## src/rtl/jtcop_mcu_mbox_pkg.sv

```systemverilog
// Shared sizing helpers and the strobe event bundle
// used by the 68000/i8751 mailbox.
package jtcop_mcu_mbox_pkg;

  typedef struct packed {
    logic mwr;
    logic mrd;
    logic crd;
    logic cwr;
  } mbox_ev_t;

  function automatic int cw_of(input int nch);
    return (nch > 1) ? $clog2(nch) : 1;
  endfunction

  function automatic int lb_of(input int dw);
    return $clog2(dw / 8);
  endfunction

endpackage

```

## src/rtl/jtcop_mcu_mbox_ch.sv

```systemverilog
// One mailbox channel: main->MCU word, MCU->main word,
// optional staging word and the two "new data" flags.
module jtcop_mcu_mbox_ch
  import jtcop_mcu_mbox_pkg::*;
#(
  parameter int DW = 16,
  parameter bit ATOMIC = 1'b0,
  localparam int LANES = DW / 8,
  localparam int LB = lb_of(DW)
) (
  input  logic             clk,
  input  logic             rstn,
  input  mbox_ev_t         ev_i,
  input  logic             msel_i,
  input  logic             csel_i,
  input  logic [LANES-1:0] dsn_i,
  input  logic [DW-1:0]    din_i,
  input  logic [LB-1:0]    lane_i,
  input  logic [7:0]       byte_i,
  output logic [DW-1:0]    rx_o,
  output logic [DW-1:0]    tx_o,
  output logic             main_new_o,
  output logic             mcu_new_o
);

  localparam logic [LB-1:0] TOP = LB'(LANES - 1);

  logic [DW-1:0] rx_q, rx_d;
  logic [DW-1:0] tx_q, tx_d;
  logic [DW-1:0] stg_q, stg_d;
  logic          mnew_q, mnew_d;
  logic          cnew_q, cnew_d;
  logic          wr, top;

  assign wr  = ev_i.cwr & csel_i;
  assign top = (lane_i == TOP);

  // clears first so a coincident set wins
  always_comb begin
    rx_d   = rx_q;
    tx_d   = tx_q;
    stg_d  = stg_q;
    mnew_d = mnew_q;
    cnew_d = cnew_q;
    if (ev_i.crd & csel_i & top) cnew_d = 1'b0;
    if (ev_i.mrd & msel_i) mnew_d = 1'b0;
    if (ev_i.mwr & msel_i) begin
      for (int i = 0; i < LANES; i++)
        if (!dsn_i[i]) rx_d[8*i +: 8] = din_i[8*i +: 8];
      cnew_d = 1'b1;
    end
    if (wr) begin
      if (ATOMIC) begin
        stg_d[{lane_i, 3'b000} +: 8] = byte_i;
        if (top) tx_d = stg_d;
      end else begin
        tx_d[{lane_i, 3'b000} +: 8] = byte_i;
      end
      if (top) mnew_d = 1'b1;
    end
  end

  always_ff @(posedge clk or negedge rstn) begin
    if (!rstn) begin
      rx_q   <= '0;
      tx_q   <= '0;
      stg_q  <= '0;
      mnew_q <= 1'b0;
      cnew_q <= 1'b0;
    end else begin
      rx_q   <= rx_d;
      tx_q   <= tx_d;
      stg_q  <= stg_d;
      mnew_q <= mnew_d;
      cnew_q <= cnew_d;
    end
  end

  assign rx_o       = rx_q;
  assign tx_o       = tx_q;
  assign main_new_o = mnew_q;
  assign mcu_new_o  = cnew_q;

endmodule

```

## src/rtl/jtcop_mcu_mbox.sv

```systemverilog
// Mailbox between the 68000 main bus and the i8751 MCU:
// shared strobe edge detect, MCU read byte and INT1 request.
module jtcop_mcu_mbox
  import jtcop_mcu_mbox_pkg::*;
#(
  parameter int DW = 16,
  parameter int NCH = 1,
  parameter bit ATOMIC = 1'b0,
  parameter logic [NCH-1:0] IRQMSK = NCH'(1),
  localparam int LANES = DW / 8,
  localparam int CW = cw_of(NCH),
  localparam int LB = lb_of(DW)
) (
  input  logic             clk,
  input  logic             rstn,
  input  logic             main_cs,
  input  logic             main_rnw,
  input  logic [LANES-1:0] main_dsn,
  input  logic [CW-1:0]    main_ch,
  input  logic [DW-1:0]    main_din,
  output logic [DW-1:0]    main_dout,
  output logic [NCH-1:0]   main_new,
  input  logic             mcu_rd,
  input  logic             mcu_wr,
  input  logic [CW+LB-1:0] mcu_idx,
  input  logic [7:0]       mcu_dout,
  output logic [7:0]       mcu_din,
  input  logic             mcu_irq_clrn,
  output logic             mcu_intn,
  output logic [NCH-1:0]   mcu_new
);

  logic          cs_q, rd_q, wr_q;
  logic          intn_q, intn_d;
  logic [7:0]    din_q, din_d;
  logic [7:0]    rxb;
  logic          irq_req;
  logic [CW-1:0] cch;
  logic [LB-1:0] lane;
  mbox_ev_t      ev;
  logic [DW-1:0] rx [NCH];
  logic [DW-1:0] tx [NCH];

  assign cch  = mcu_idx[CW+LB-1:LB];
  assign lane = mcu_idx[LB-1:0];

  // a write with every lane disabled is not an event
  assign ev.mwr = main_cs & ~cs_q & ~main_rnw & ~&main_dsn;
  assign ev.mrd = main_cs & ~cs_q & main_rnw;
  assign ev.crd = mcu_rd & ~rd_q;
  assign ev.cwr = mcu_wr & ~wr_q;

  for (genvar c = 0; c < NCH; c++) begin : g_ch
    jtcop_mcu_mbox_ch #(
      .DW     (DW),
      .ATOMIC (ATOMIC)
    ) u_ch (
      .clk        (clk),
      .rstn       (rstn),
      .ev_i       (ev),
      .msel_i     (main_ch == CW'(c)),
      .csel_i     (cch == CW'(c)),
      .dsn_i      (main_dsn),
      .din_i      (main_din),
      .lane_i     (lane),
      .byte_i     (mcu_dout),
      .rx_o       (rx[c]),
      .tx_o       (tx[c]),
      .main_new_o (main_new[c]),
      .mcu_new_o  (mcu_new[c])
    );
  end

  // unmatched channel indices fall through to zero
  always_comb begin
    main_dout = '0;
    rxb       = '0;
    irq_req   = 1'b0;
    for (int c = 0; c < NCH; c++) begin
      if (main_ch == CW'(c)) begin
        main_dout = tx[c];
        irq_req   = ev.mwr & IRQMSK[c];
      end
      if (cch == CW'(c)) rxb = rx[c][{lane, 3'b000} +: 8];
    end
  end

  always_comb begin
    din_d  = din_q;
    intn_d = intn_q;
    if (ev.crd) din_d = rxb;
    if (!mcu_irq_clrn) intn_d = 1'b1;
    else if (irq_req) intn_d = 1'b0;
  end

  always_ff @(posedge clk or negedge rstn) begin
    if (!rstn) begin
      cs_q   <= 1'b0;
      rd_q   <= 1'b0;
      wr_q   <= 1'b0;
      din_q  <= '0;
      intn_q <= 1'b1;
    end else begin
      cs_q   <= main_cs;
      rd_q   <= mcu_rd;
      wr_q   <= mcu_wr;
      din_q  <= din_d;
      intn_q <= intn_d;
    end
  end

  assign mcu_din  = din_q;
  assign mcu_intn = intn_q;

endmodule

```

## config.mk

```make
export PLATFORM = sky130hd
export DESIGN_NAME = jtcop_mcu_mbox
export DESIGN_NICKNAME = d
export VERILOG_FILES = /design/src/rtl/jtcop_mcu_mbox_pkg.sv /design/src/rtl/jtcop_mcu_mbox_ch.sv /design/src/rtl/jtcop_mcu_mbox.sv
export SDC_FILE = /design/constraint.sdc
export NUM_CORES = 1
export LEC_CHECK = 0
export CORE_MARGIN = 8
export CORE_UTILIZATION = 35
export CTS_CLUSTER_DIAMETER = 50
export DETAILED_ROUTE_END_ITERATION = 10
export PLACE_DENSITY = 0.73
export SLEW_MARGIN = 30
export SYNTH_ARGS = -nofsm -noshare
export SYNTH_HDL_FRONTEND = slang
export SYNTH_HIERARCHICAL = 1
export SYNTH_SLANG_ARGS = --single-unit
```

## constraint.sdc

```tcl
create_clock -name clk -period 1.4 [get_ports clk]
set_input_delay 0.42 -clock clk [delete_from_list [all_inputs] [get_ports clk]]
set_output_delay 0.42 -clock clk [all_outputs]
set_load 0.02 [all_outputs]
```

Word-level counts from Yosys, hierarchy flattened

Cells that the tools add are included.

Flip-flop bits (word level): 46
Output and inout bits: 27
Word-level logic and storage cells: 50
Input bits: 36

Shift-type cells: 3
Add/subtract/negate cells: 1
Mux-type cells: 11
Equal/unequal tests: 1
Reductions and logical operators: 5
Bitwise gates (word level): 19

Operators by type and width:

| cell                                                                   | number |
|---|---|
| 16-bit bitwise mux                                                     | 1 |
| 16-bit 2-to-1 mux                                                      | 1 |
| 8-bit by 6-bit variable shift with 16-bit output, first input constant | 1 |
| 16-bit by 5-bit indexed part select with 8-bit output                  | 1 |
| 8-bit by 6-bit indexed part select with 16-bit output                  | 1 |
| 1-bit AND                                                              | 11 |
| 1-bit 2-to-1 mux                                                       | 8 |
| 8-bit 2-to-1 mux                                                       | 1 |
| 1-bit NOT                                                              | 8 |
| 4-bit negator with 6-bit output                                        | 1 |
| 2-bit AND reduction                                                    | 3 |
| 2-bit by 1-bit != test with 1-bit output, second input constant        | 1 |
| 2-bit nonzero test                                                     | 1 |
| 1-bit logical NOT                                                      | 1 |

Logic depth before layout (Yosys ltp)

Gate-level depths: netlist of run 1.

Word-level depth: 7
Mapped depth: 5
Depth with buffers taken out: 4

By module

The synthesis of run 1 kept the hierarchy.

Modules (own cells, without submodules):

| module            | sequential area each (µm²) | cells an instance | instances | area each (µm²) |
|---|---|---|---|---|
| jtcop_mcu_mbox_ch | 850.8                      | 74                | 1         | 1300.0 |
| jtcop_mcu_mbox    | 301.5                      | 60                | 1         | 703.2 |

Worst setup path after synthesis of run 1

No wires, ideal clock.

Kind: in2reg
From: in main_rnw
To: reg g_ch[0].u_ch.rx_q[0]
Data required time: 1.275 ns
Path slack: -0.027 ns
Setup time: 0.125 ns
Buffers on the path: 0
Data arrival time: 1.302 ns
Cell stages on the path: 4
Cells stage by stage: nor3b_1 -> and2_1 -> nand3b_2 -> mux2_2

RTL lines:

| element              | line                    | source |
|---|---|---|
| start, declared      | jtcop_mcu_mbox.sv:17    | `input logic main_rnw,` |
| end signal, assigned | jtcop_mcu_mbox_ch.sv:71 | `rx_q <= rx_d;` |
| end, declared        | jtcop_mcu_mbox_ch.sv:28 | `logic [DW-1:0] rx_q, rx_d;` |

==> flow_metrics.py, run 1 <==
metrics = {
    "clock_tree": {
        "cts_buffers": 5,
        "numClockSinks": 46,
        "clk_pin_slew_ns": 0.08,
        "htree_num_levels": 2,
        "cts_tree": "done",
        "clk_latency_ns": 0.29,
        "holdBufCountCts": 0,
        "clockRootBuffer": "clkbuf_8",
        "clockBufferDepth": 2,
    },
    "worst_setup_path": {
        "critical_path_class": "reg2reg",
        "path_delay_family": "simple AND/OR/NAND/NOR gates",
        "reg2reg_slack_ns": -0.04,
        "r2r-start": "cs_q$_DFF_PN0_",
        "end_kind": "flip-flop",
        "crit_chain": "nor3b_4, and2_4, nand3b_4, mux2_4",
        "r2r_cells": 4,
        "worst-path-buf-inv": 0,
        "cp_max_fo": 8,
        "start_kind": "flip-flop",
        "cp_slowest_stage_delay_ns": 0.41,
        "cp.required_ns": 1.58,
        "worstPathArrival_ns": 1.62,
        "r2r_end": "g_ch[0].u_ch/rx_o[8]$_DFFE_PN0P_",
        "slowest_stage": "dfrtp_1",
    },
    "routing": {
        "antenna_left": 0,
        "drtIter0Drc": 25,
        "wire_per_inst_um": 15.5,
        "wl_mm": 4.66,
        "via_per_inst": 4.62,
        "drc": 0,
        "first_pass_iters": 2,
        "dr_total_vias": 1386,
    },
    "timing": {
        "fin_crit_sh_pct": 103,
        "slew_viol_final": 0,
        "whs_ns": 0.0831,
        "tightest_slew_ns": 0.246,
        "setup_viol": 17,
        "grt_setup_unrepaired": "true",
        "finClkSkew_ns": 0.00347,
        "slew_headroom_pct": 83.6,
        "setup_ws_ns": -0.0410,
        "fmax_mhz": 694,
        "hold_viol": 0,
        "finalCriticalPeriod_ns": 1.44,
    },
    "floorplan": {
        "die_w_um": 91.7,
        "die-area_mm2": 0.00840,
        "coreArea_mm2": 0.00551,
        "start_util_pct": 36.4,
        "ios": 63,
        "num_rows": 27,
        "die_h_um": 91.7,
    },
    "synth": {
        "syn-mean-instance-area_um2": 14.9,
        "synth.net_count": 170,
        "yosysWarnings": 6,
        "synthCells": 134,
        "syn_area_mm2": 0.00200,
        "seq_area_frac_synth_pct": 57.5,
        "synth_cell_type_count": 24,
        "synth-seq-cells": 46,
    },
    "cells_and_area": {
        "nets": 263,
        "n_antenna_cell": 0,
        "final_area_mm2": 0.00305,
        "layout-drive-gt1-share_pct": 52.6,
        "final_common_cell": "dfrtp_1",
        "final_util_pct": 55.4,
        "area_growth_pct": 52.3,
        "final_cell_mix": "45 x dfrtp_1, 29 x mux2_2, 28 x buf_4",
    },
    "global_route": {
        "track_usage_pct": 11.1,
        "grt_pass1_wl_mm": 7.55,
        "grt_max_degree": 47,
        "overflow": 0,
        "grt_pass1_vias": 1525,
        "antenna_found_initial": 0,
    },
    "pwr": {
        "peakVddDrop_mv": 0.704,
        "p_leak_nw": 1.48,
        "p_seq_share_pct": 48.7,
        "p_int_mw": 2.59,
        "power.share.switching_pct": 27.5,
        "pwr-share-clk_pct": 21.4,
        "combPwrFrac_pct": 29.9,
        "p_per_area_mw_per_mm2": 1170,
        "power.net_switching_mw": 0.984,
    },
    "placed_design": {
        "routabilityCongestion": 0.702,
        "portBuffers": 62,
        "dp_hpwl_mm": 3.38,
        "place_area_mm2": 0.00288,
    },
    "outcome": {
        "violations": "negative setup slack",
        "status": "finished, violations left",
    },
    "flow_run": {
        "cap_violations": 0,
    },
    "hold_path": {
        "hold_class": "in2async",
    },
}
[synth_stat cells]
| master | count | area [um2] |
|---|---|---|
| a21bo_2 | 1 | 10.0 |
| a22o_2 | 1 | 10.0 |
| a41oi_1 | 1 | 8.76 |
| and2_1 | 1 | 6.26 |
| and2b_1 | 2 | 15.0 |
| and3b_1 | 1 | 8.76 |
| buf_2 | 2 | 10.0 |
| buf_6 | 1 | 11.3 |
| clkbuf_1 | 1 | 3.75 |
| dfrtp_1 | 45 | 1130 |
| dfstp_2 | 1 | 26.3 |
| inv_1 | 3 | 11.3 |
| mux2_2 | 32 | 360 |
| mux2i_1 | 8 | 80.1 |
| nand2_1 | 2 | 7.51 |
| nand2b_1 | 1 | 6.26 |
| nand3_1 | 1 | 5.00 |
| nand3_4 | 1 | 17.5 |
| nand3b_2 | 2 | 22.5 |
| nand3b_4 | 1 | 20.0 |
| nor2b_1 | 16 | 100 |
| nor3b_1 | 1 | 7.51 |
| o2bb2ai_2 | 8 | 120 |
| or3b_1 | 1 | 8.76 |
[how the worst max path moves through the flow]
stage	start	to	slack, ns	depth (start not counted)
after global routing	cs_q$_DFF_PN0_	g_ch[0].u_ch/rx_o[6]$_DFFE_PN0P_	-0.11	4
after global placement	main_ch	main_dout[6]	-0.82	4
after floorplan	main_rnw	g_ch[0].u_ch/rx_o[0]$_DFFE_PN0P_	-0.03	4
final	cs_q$_DFF_PN0_	g_ch[0].u_ch/rx_o[8]$_DFFE_PN0P_	-0.04	4
after detailed placement	main_ch	main_dout[11]	-0.87	4
after CTS	cs_q$_DFF_PN0_	g_ch[0].u_ch/rx_o[8]$_DFFE_PN0P_	-0.05	4
[worst register-to-register path: cells and delay by family, from the launching register on]
kind | cells | cell delay, ns
flip-flops | 1 | 0.41
multiplexers | 1 | 0.34
AND/OR/NAND/NOR | 3 | 0.58
[flip-flops by register name, indices dropped and copies added, names as in the netlist]
register              count
mcu_din                   8
wr_q                      1
cs_q                      1
g_ch.u_ch/rx_o           16
g_ch.u_ch/tx_o           16
mcu_intn                  1
g_ch.u_ch/mcu_new_o       1
g_ch.u_ch/main_new_o      1
rd_q                      1
[kinds of logic after synthesis]
kind of cell | share of synthesized area [%]
and+or+nand+nor | 11.2
muxes | 22.0
AOI/OAI and AO/OA | 7.43
buffers and inverters | 1.81
DFF | 57.5
[power groups by stage]
stage	sequential, mW	combinational [mW]	clock (mW)
global route	1.78	1.15	0.852
detailed placement	1.76	1.04	0
finish	1.74	1.07	0.766
global placement	1.75	1.01	0
floorplan	1.78	0.481	0
CTS	1.74	0.987	0.799
[final cells by class]
cell class	instances	area, um2
multi-input cells	81	912
inverters	3	11.3
repair buffers	90	805
well taps	72	90.1
clock buffers	8	80.1
fillers	483	2460
flip-flops and latches	46	1150
[routing by layer]
metal	GRT usage [%]	routed length, um	vias to the layer above
li1	-	-	659
met2	16.9	2120	51
met4	2.73	36	0
met5	0	0	-
met1	14.1	2170	672
met3	4.81	334	4
[what timing repair did]
action,CTS,global route
endpoints found under the setup margin,60,50
gates resized for setup,126,43
pin swaps,2,1
buffers inserted,2,4
[stage by stage]
stage | setup slack [ns] | std cells | power [mW] | TNS, ns
floorplan | -0.0259 | 134 | 2.26 | -0.414
global placement | -0.822 | 287 | 2.76 | -31.87
detailed placement | -0.875 | 287 | 2.79 | -33.10
CTS | -0.0504 | 296 | 3.52 | -0.409
global route | -0.109 | 300 | 3.78 | -1.52
finish | -0.0410 | 300 | 3.58 | -0.199
No activity file was read; power rests on OpenSTA's default activity.
==> run 2: changes to the inputs <==
- CORE_MARGIN: 8 -> 1.5
- CORE_UTILIZATION: 35 -> 41
- PLACE_DENSITY: 0.73 -> 0.83
==> run 2 against run 1 <==
The flow still finishes with violations (negative setup slack). Critical path depth rose by 1. Combinational power decreased by 6%. Sequential share of layout area grew 1.3 points. Global-route usage grew 5.7 points. Routed wire length is 13% lower. Register-to-register slack hardly changed. Worst hold slack better by 0.021 ns. Clock skew is 0.0030 ns higher. Critical path type is now in2reg. Largest cell class unchanged.
==> flow_metrics.py, run 2 (synthesis results as in run 1) <==
metrics = {
    "outcome": {
        "status": "finished, violations left",
        "violations": "negative setup slack",
    },
    "floorplan": {
        "ios": 63,
        "die_h_um": 72.9,
        "die-area_mm2": 0.00531,
        "die_w_um": 72.9,
        "coreArea_mm2": 0.00472,
        "num_rows": 25,
        "start_util_pct": 42.4,
    },
    "timing": {
        "grt_setup_unrepaired": "true",
        "tightest_slew_ns": 0.243,
        "fmax_mhz": 698,
        "fin_crit_sh_pct": 102,
        "setup_viol": 8,
        "setup_ws_ns": -0.0325,
        "slew_headroom_pct": 83.8,
        "slew_viol_final": 0,
        "hold_viol": 0,
        "finClkSkew_ns": 0.00643,
        "finalCriticalPeriod_ns": 1.43,
    },
    "worst_setup_path": {
        "cp-startpoint": "main_rnw",
        "cp.required_ns": 1.58,
        "reg2reg_slack_ns": -0.03,
        "end_kind": "flip-flop",
        "r2r-start": "cs_q$_DFF_PN0_",
        "r2r_end": "g_ch[0].u_ch/rx_o[0]$_DFFE_PN0P_",
        "critical_path_class": "in2reg",
        "start_kind": "input pin",
        "worstPathArrival_ns": 1.61,
        "path_delay_family": "simple AND/OR/NAND/NOR gates",
        "cp_max_fo": 8,
        "cp_slowest_stage_delay_ns": 0.34,
        "slowest_stage": "mux2_4",
        "crit_chain": "dlygate4sd2_1, nor3b_4, and2_4, nand3b_4, mux2_4",
        "r2r_cells": 4,
        "worst-path-buf-inv": 1,
    },
    "routing": {
        "drtIter0Drc": 78,
        "drc": 0,
        "via_per_inst": 4.85,
        "dr_total_vias": 1396,
        "wl_mm": 4.07,
        "wire_per_inst_um": 14.1,
        "first_pass_iters": 4,
        "antenna_left": 0,
    },
    "cells_and_area": {
        "final_cell_mix": "45 x dfrtp_1, 30 x mux2_2, 27 x clkdlybuf4s50_1",
        "area_growth_pct": 47.2,
        "nets": 256,
        "instances_no_fill": 288,
        "register_area_mm2": 0.00115,
        "multi_input_area_um2": 901,
        "layout-drive-gt1-share_pct": 49.8,
        "final_util_pct": 62.4,
        "final_area_mm2": 0.00295,
        "final_common_cell": "dfrtp_1",
        "nFillCells": 390,
        "n_antenna_cell": 0,
    },
    "pwr": {
        "p_leak_nw": 1.41,
        "p_per_area_mw_per_mm2": 1190,
        "combPwrFrac_pct": 28.9,
        "peakVddDrop_mv": 0.673,
        "p_seq_share_pct": 49.5,
        "pwr-share-clk_pct": 21.6,
        "power.share.switching_pct": 27.3,
        "power.net_switching_mw": 0.956,
        "report.power.total_mw": 3.50,
        "p_int_mw": 2.54,
    },
    "clock_tree": {
        "clk_pin_slew_ns": 0.07,
        "numClockSinks": 46,
        "holdBufCountCts": 0,
        "clk_latency_ns": 0.29,
        "clockRootBuffer": "clkbuf_8",
        "cts_buffers": 5,
        "cts_tree": "done",
        "htree_num_levels": 2,
        "clockBufferDepth": 2,
    },
    "flow_run": {
        "cap_violations": 0,
    },
    "global_route": {
        "grt_pass1_vias": 1443,
        "grt_pass1_wl_mm": 6.72,
        "track_usage_pct": 16.8,
        "antenna_found_initial": 0,
        "grt_max_degree": 47,
        "overflow": 0,
    },
    "placed_design": {
        "routabilityCongestion": 0.745,
        "dp_hpwl_mm": 2.92,
        "portBuffers": 62,
        "dp_cells": 278,
        "place_area_mm2": 0.00283,
    },
    "hold_path": {
        "hold_class": "in2async",
    },
}
-- run 2: cell count changes in the layout (fill, tap and decap cells not counted), moves of 2 or more --
cell     delta
nor2b_4     -2
buf_6       -2
buf_4       -6
nor2b_1     +2
-- run 2: worst register-to-register path: stages (launching register included) --
cell	delay, ns
dfrtp_1	0.41
nor3b_4	0.20
and2_4	0.21
nand3b_4	0.17
mux2_4	0.34
-- run 2: worst max path at each step --
stage | cells past startpoint | slack [ns] | end
2_1_floorplan | 4 | -0.03 | g_ch[0].u_ch/rx_o[0]$_DFFE_PN0P_
3_3_place_gp | 4 | -0.79 | main_dout[15]
4_1_cts | 4 | -0.05 | g_ch[0].u_ch/rx_o[0]$_DFFE_PN0P_
3_5_place_dp | 4 | -0.84 | main_dout[14]
5_1_grt | 4 | -0.09 | g_ch[0].u_ch/rx_o[0]$_DFFE_PN0P_
6_report | 5 | -0.03 | g_ch[0].u_ch/rx_o[0]$_DFFE_PN0P_
-- run 2: per-stage QoR --
stage               TNS (ns)  hold WS, ns  setup WS, ns
floorplan             -0.414        0.124       -0.0259
global placement      -31.37        0.420        -0.789
detailed placement    -32.98        0.422        -0.839
CTS                   -0.247        0.108       -0.0533
global route          -0.976        0.115       -0.0869
finish               -0.0609        0.104       -0.0325
-- run 2: timing repair --
action / in CTS / in global routing
pin swaps: 2 / 1
setup buffers: 1 / 0
gates resized for setup: 120 / 35
endpoints found under the setup margin: 59 / 45
gates cloned: 1 / 0
-- run 2: metal layers --
layer | up-vias | share of wire [%] | global-route usage, %
met5 | - | 0 | 0
met4 | 0 | 0.69 | 3.77
met3 | 5 | 7.9 | 6.35
met2 | 53 | 47 | 27.7
met1 | 691 | 45 | 21.0
li1 | 647 | - | -
-- run 2: power groups by stage --
stage	Combinational [mW]	Sequential, mW	Clock (mW)
finish	1.01	1.73	0.755
global route	1.09	1.77	0.837
CTS	0.973	1.73	0.785
detailed placement	1.02	1.75	0
global placement	0.992	1.75	0
floorplan	0.481	1.78	0
-- run 2: area by class of cell --
type | count | share of cell area, %
sequential | 46 | 39.1
timing repair buffer | 82 | 24.4
tap | 67 | 2.84
clock buffer | 8 | 2.72
multi-input combinational | 82 | 30.6
inverter | 3 | 0.382
==> run 3: changes to the inputs <==
- RECOVER_POWER: default -> 50
==> run 3 against run 2 <==
Worst setup slack gained 0.00058 ns. The flow still finishes with violations (negative setup slack). Routed wire length shrank 0.39%. Clock skew is essentially flat. Combinational power is essentially flat. Final area shrank 0.51%. Global-route usage is the same. Maximum frequency is essentially flat. Highest routed layer unchanged. Power shrank 0.28%. Largest cell class unchanged. Critical path depth is the same. Clock-buffer cell count is the same. Non-clock buffer count is the same. Utilization shrank 0.32 points.
==> flow_metrics.py, run 3 (synthesis results as in run 1) <==
metrics = {
    "outcome": {
        "status": "finished, violations left",
        "violations": "negative setup slack",
    },
    "timing": {
        "slew_headroom_pct": 27.6,
        "grt_setup_unrepaired": "true",
        "tightest_slew_ns": 1.09,
        "setup_ws_ns": -0.0319,
        "hold_viol": 0,
        "finalCriticalPeriod_ns": 1.43,
        "whs_ns": 0.379,
        "setup_viol": 8,
        "finClkSkew_ns": 0.00635,
        "fin_crit_sh_pct": 102,
        "fmax_mhz": 698,
        "slew_viol_final": 0,
        "tns_ns": -0.0587,
    },
    "floorplan": {
        "die_w_um": 72.9,
        "die_h_um": 72.9,
        "coreArea_mm2": 0.00472,
        "start_util_pct": 42.4,
        "die-area_mm2": 0.00531,
        "ios": 63,
        "num_rows": 25,
    },
    "clock_tree": {
        "cts_buffers": 5,
        "htree_num_levels": 2,
        "clockRootBuffer": "clkbuf_8",
        "cts_tree": "done",
        "numClockSinks": 46,
        "holdBufCountCts": 0,
        "clk_latency_ns": 0.29,
        "clockBufferDepth": 2,
        "clk_pin_slew_ns": 0.08,
    },
    "global_route": {
        "gr-max-usage-layer": "met2",
        "grt_max_degree": 47,
        "grt_pass1_wl_mm": 6.72,
        "use_met3_pct": 6.35,
        "antenna_found_initial": 0,
        "grt_util_met1_pct": 21.0,
        "track_usage_pct": 16.8,
        "overflow": 0,
        "grt_pass1_vias": 1443,
        "gr-usage-met2_pct": 27.7,
    },
    "routing": {
        "drc": 0,
        "drtIter0Drc": 47,
        "wl_mm": 4.05,
        "wire_per_inst_um": 14.1,
        "via_per_inst": 4.83,
        "dr_total_vias": 1392,
        "antenna_left": 0,
        "first_pass_iters": 4,
    },
    "placed_design": {
        "dp_hpwl_mm": 2.92,
        "pre_cts_ws_ns": -0.839,
        "routabilityCongestion": 0.745,
        "portBuffers": 62,
        "place_area_mm2": 0.00283,
        "dp_cells": 278,
    },
    "pwr": {
        "power.net_switching_mw": 0.951,
        "p_seq_share_pct": 49.7,
        "p_leak_nw": 1.41,
        "peakVddDrop_mv": 0.671,
        "report.power.total_mw": 3.49,
        "power.share.switching_pct": 27.3,
        "p_per_area_mw_per_mm2": 1190,
        "combPwrFrac_pct": 28.8,
        "pwr-share-clk_pct": 21.6,
        "p_int_mw": 2.54,
    },
    "cells_and_area": {
        "nets": 256,
        "final_util_pct": 62.1,
        "area_growth_pct": 46.4,
        "final_common_cell": "dfrtp_1",
        "final_cell_mix": "45 x dfrtp_1, 30 x mux2_2, 27 x clkdlybuf4s50_1",
        "layout-drive-gt1-share_pct": 49.8,
        "final_area_mm2": 0.00293,
        "nFillCells": 392,
        "n_antenna_cell": 0,
        "instances_no_fill": 288,
    },
    "flow_run": {
        "cap_violations": 0,
    },
    "worst_setup_path": {
        "worstPathArrival_ns": 1.61,
        "end_kind": "flip-flop",
        "cp_max_fo": 8,
        "cp.required_ns": 1.58,
        "critical_path_class": "in2reg",
        "start_kind": "input pin",
    },
    "hold_path": {
        "hold_class": "in2reg",
    },
}
==> run 3: cell types whose count changed in the layout (fill, tap and decap cells not counted) <==
| cell | previous run | this run |
|---|---|---|
| clkbuf_2 | 1 | 2 |
| buf_12 | 1 | 0 |
==> run 3: power groups by stage <==
stage / clock network, mW / registers, mW / logic [mW]
global placement: 0 / 1.75 / 0.992
finish: 0.752 / 1.73 / 1.00
global route: 0.837 / 1.77 / 1.08
CTS: 0.785 / 1.73 / 0.973
floorplan: 0 / 1.78 / 0.481
detailed placement: 0 / 1.75 / 1.02
==> run 3: what timing repair did <==
action	4_1_cts	5_1_grt
setup endpoints to repair	59	45
buffers inserted	1	0
pin swaps	2	1
resized for setup	120	35
gates cloned	1	0
==> run 3: worst paths after layout <==
path                                                   from                           endpoint  slack [ns]  cells after the start
max                                                main_rnw   g_ch[0].u_ch/rx_o[0]$_DFFE_PN0P_       -0.03                      5
min                                                  mcu_wr                     wr_q$_DFF_PN0_        0.38                      1
max reg2reg                                  cs_q$_DFF_PN0_   g_ch[0].u_ch/rx_o[0]$_DFFE_PN0P_       -0.03                      4
min reg2reg                g_ch[0].u_ch/tx_o[2]$_DFFE_PN0P_   g_ch[0].u_ch/tx_o[2]$_DFFE_PN0P_        0.50                      1
max in group asynchronous                              rstn  g_ch[0].u_ch/rx_o[13]$_DFFE_PN0P_        0.33                      2
min in group asynchronous                              rstn  g_ch[0].u_ch/tx_o[13]$_DFFE_PN0P_        0.42                      2
==> run 3: critical path: stages <==
cell	delay [ns]
dlygate4sd2_1	0.26
nor3b_4	0.21
and2_4	0.21
nand3b_4	0.17
mux2_4	0.34
==> run 3: metal layers <==
metal  part of all wire (%)  up-vias
li1                       -      646
met1                     44      688
met2                     47       53
met3                    7.9        5
met4                   0.69        0
met5                      0        -
==> run 3: final cells by class <==
class / count / area [um2] / share of cell area, %
sequential: 46 / 1150 / 39.3
multi-input combinational: 82 / 901 / 30.7
timing repair buffer: 82 / 704 / 24.0
tap: 67 / 83.8 / 2.86
clock buffer: 8 / 80.1 / 2.73
inverter: 3 / 11.3 / 0.384
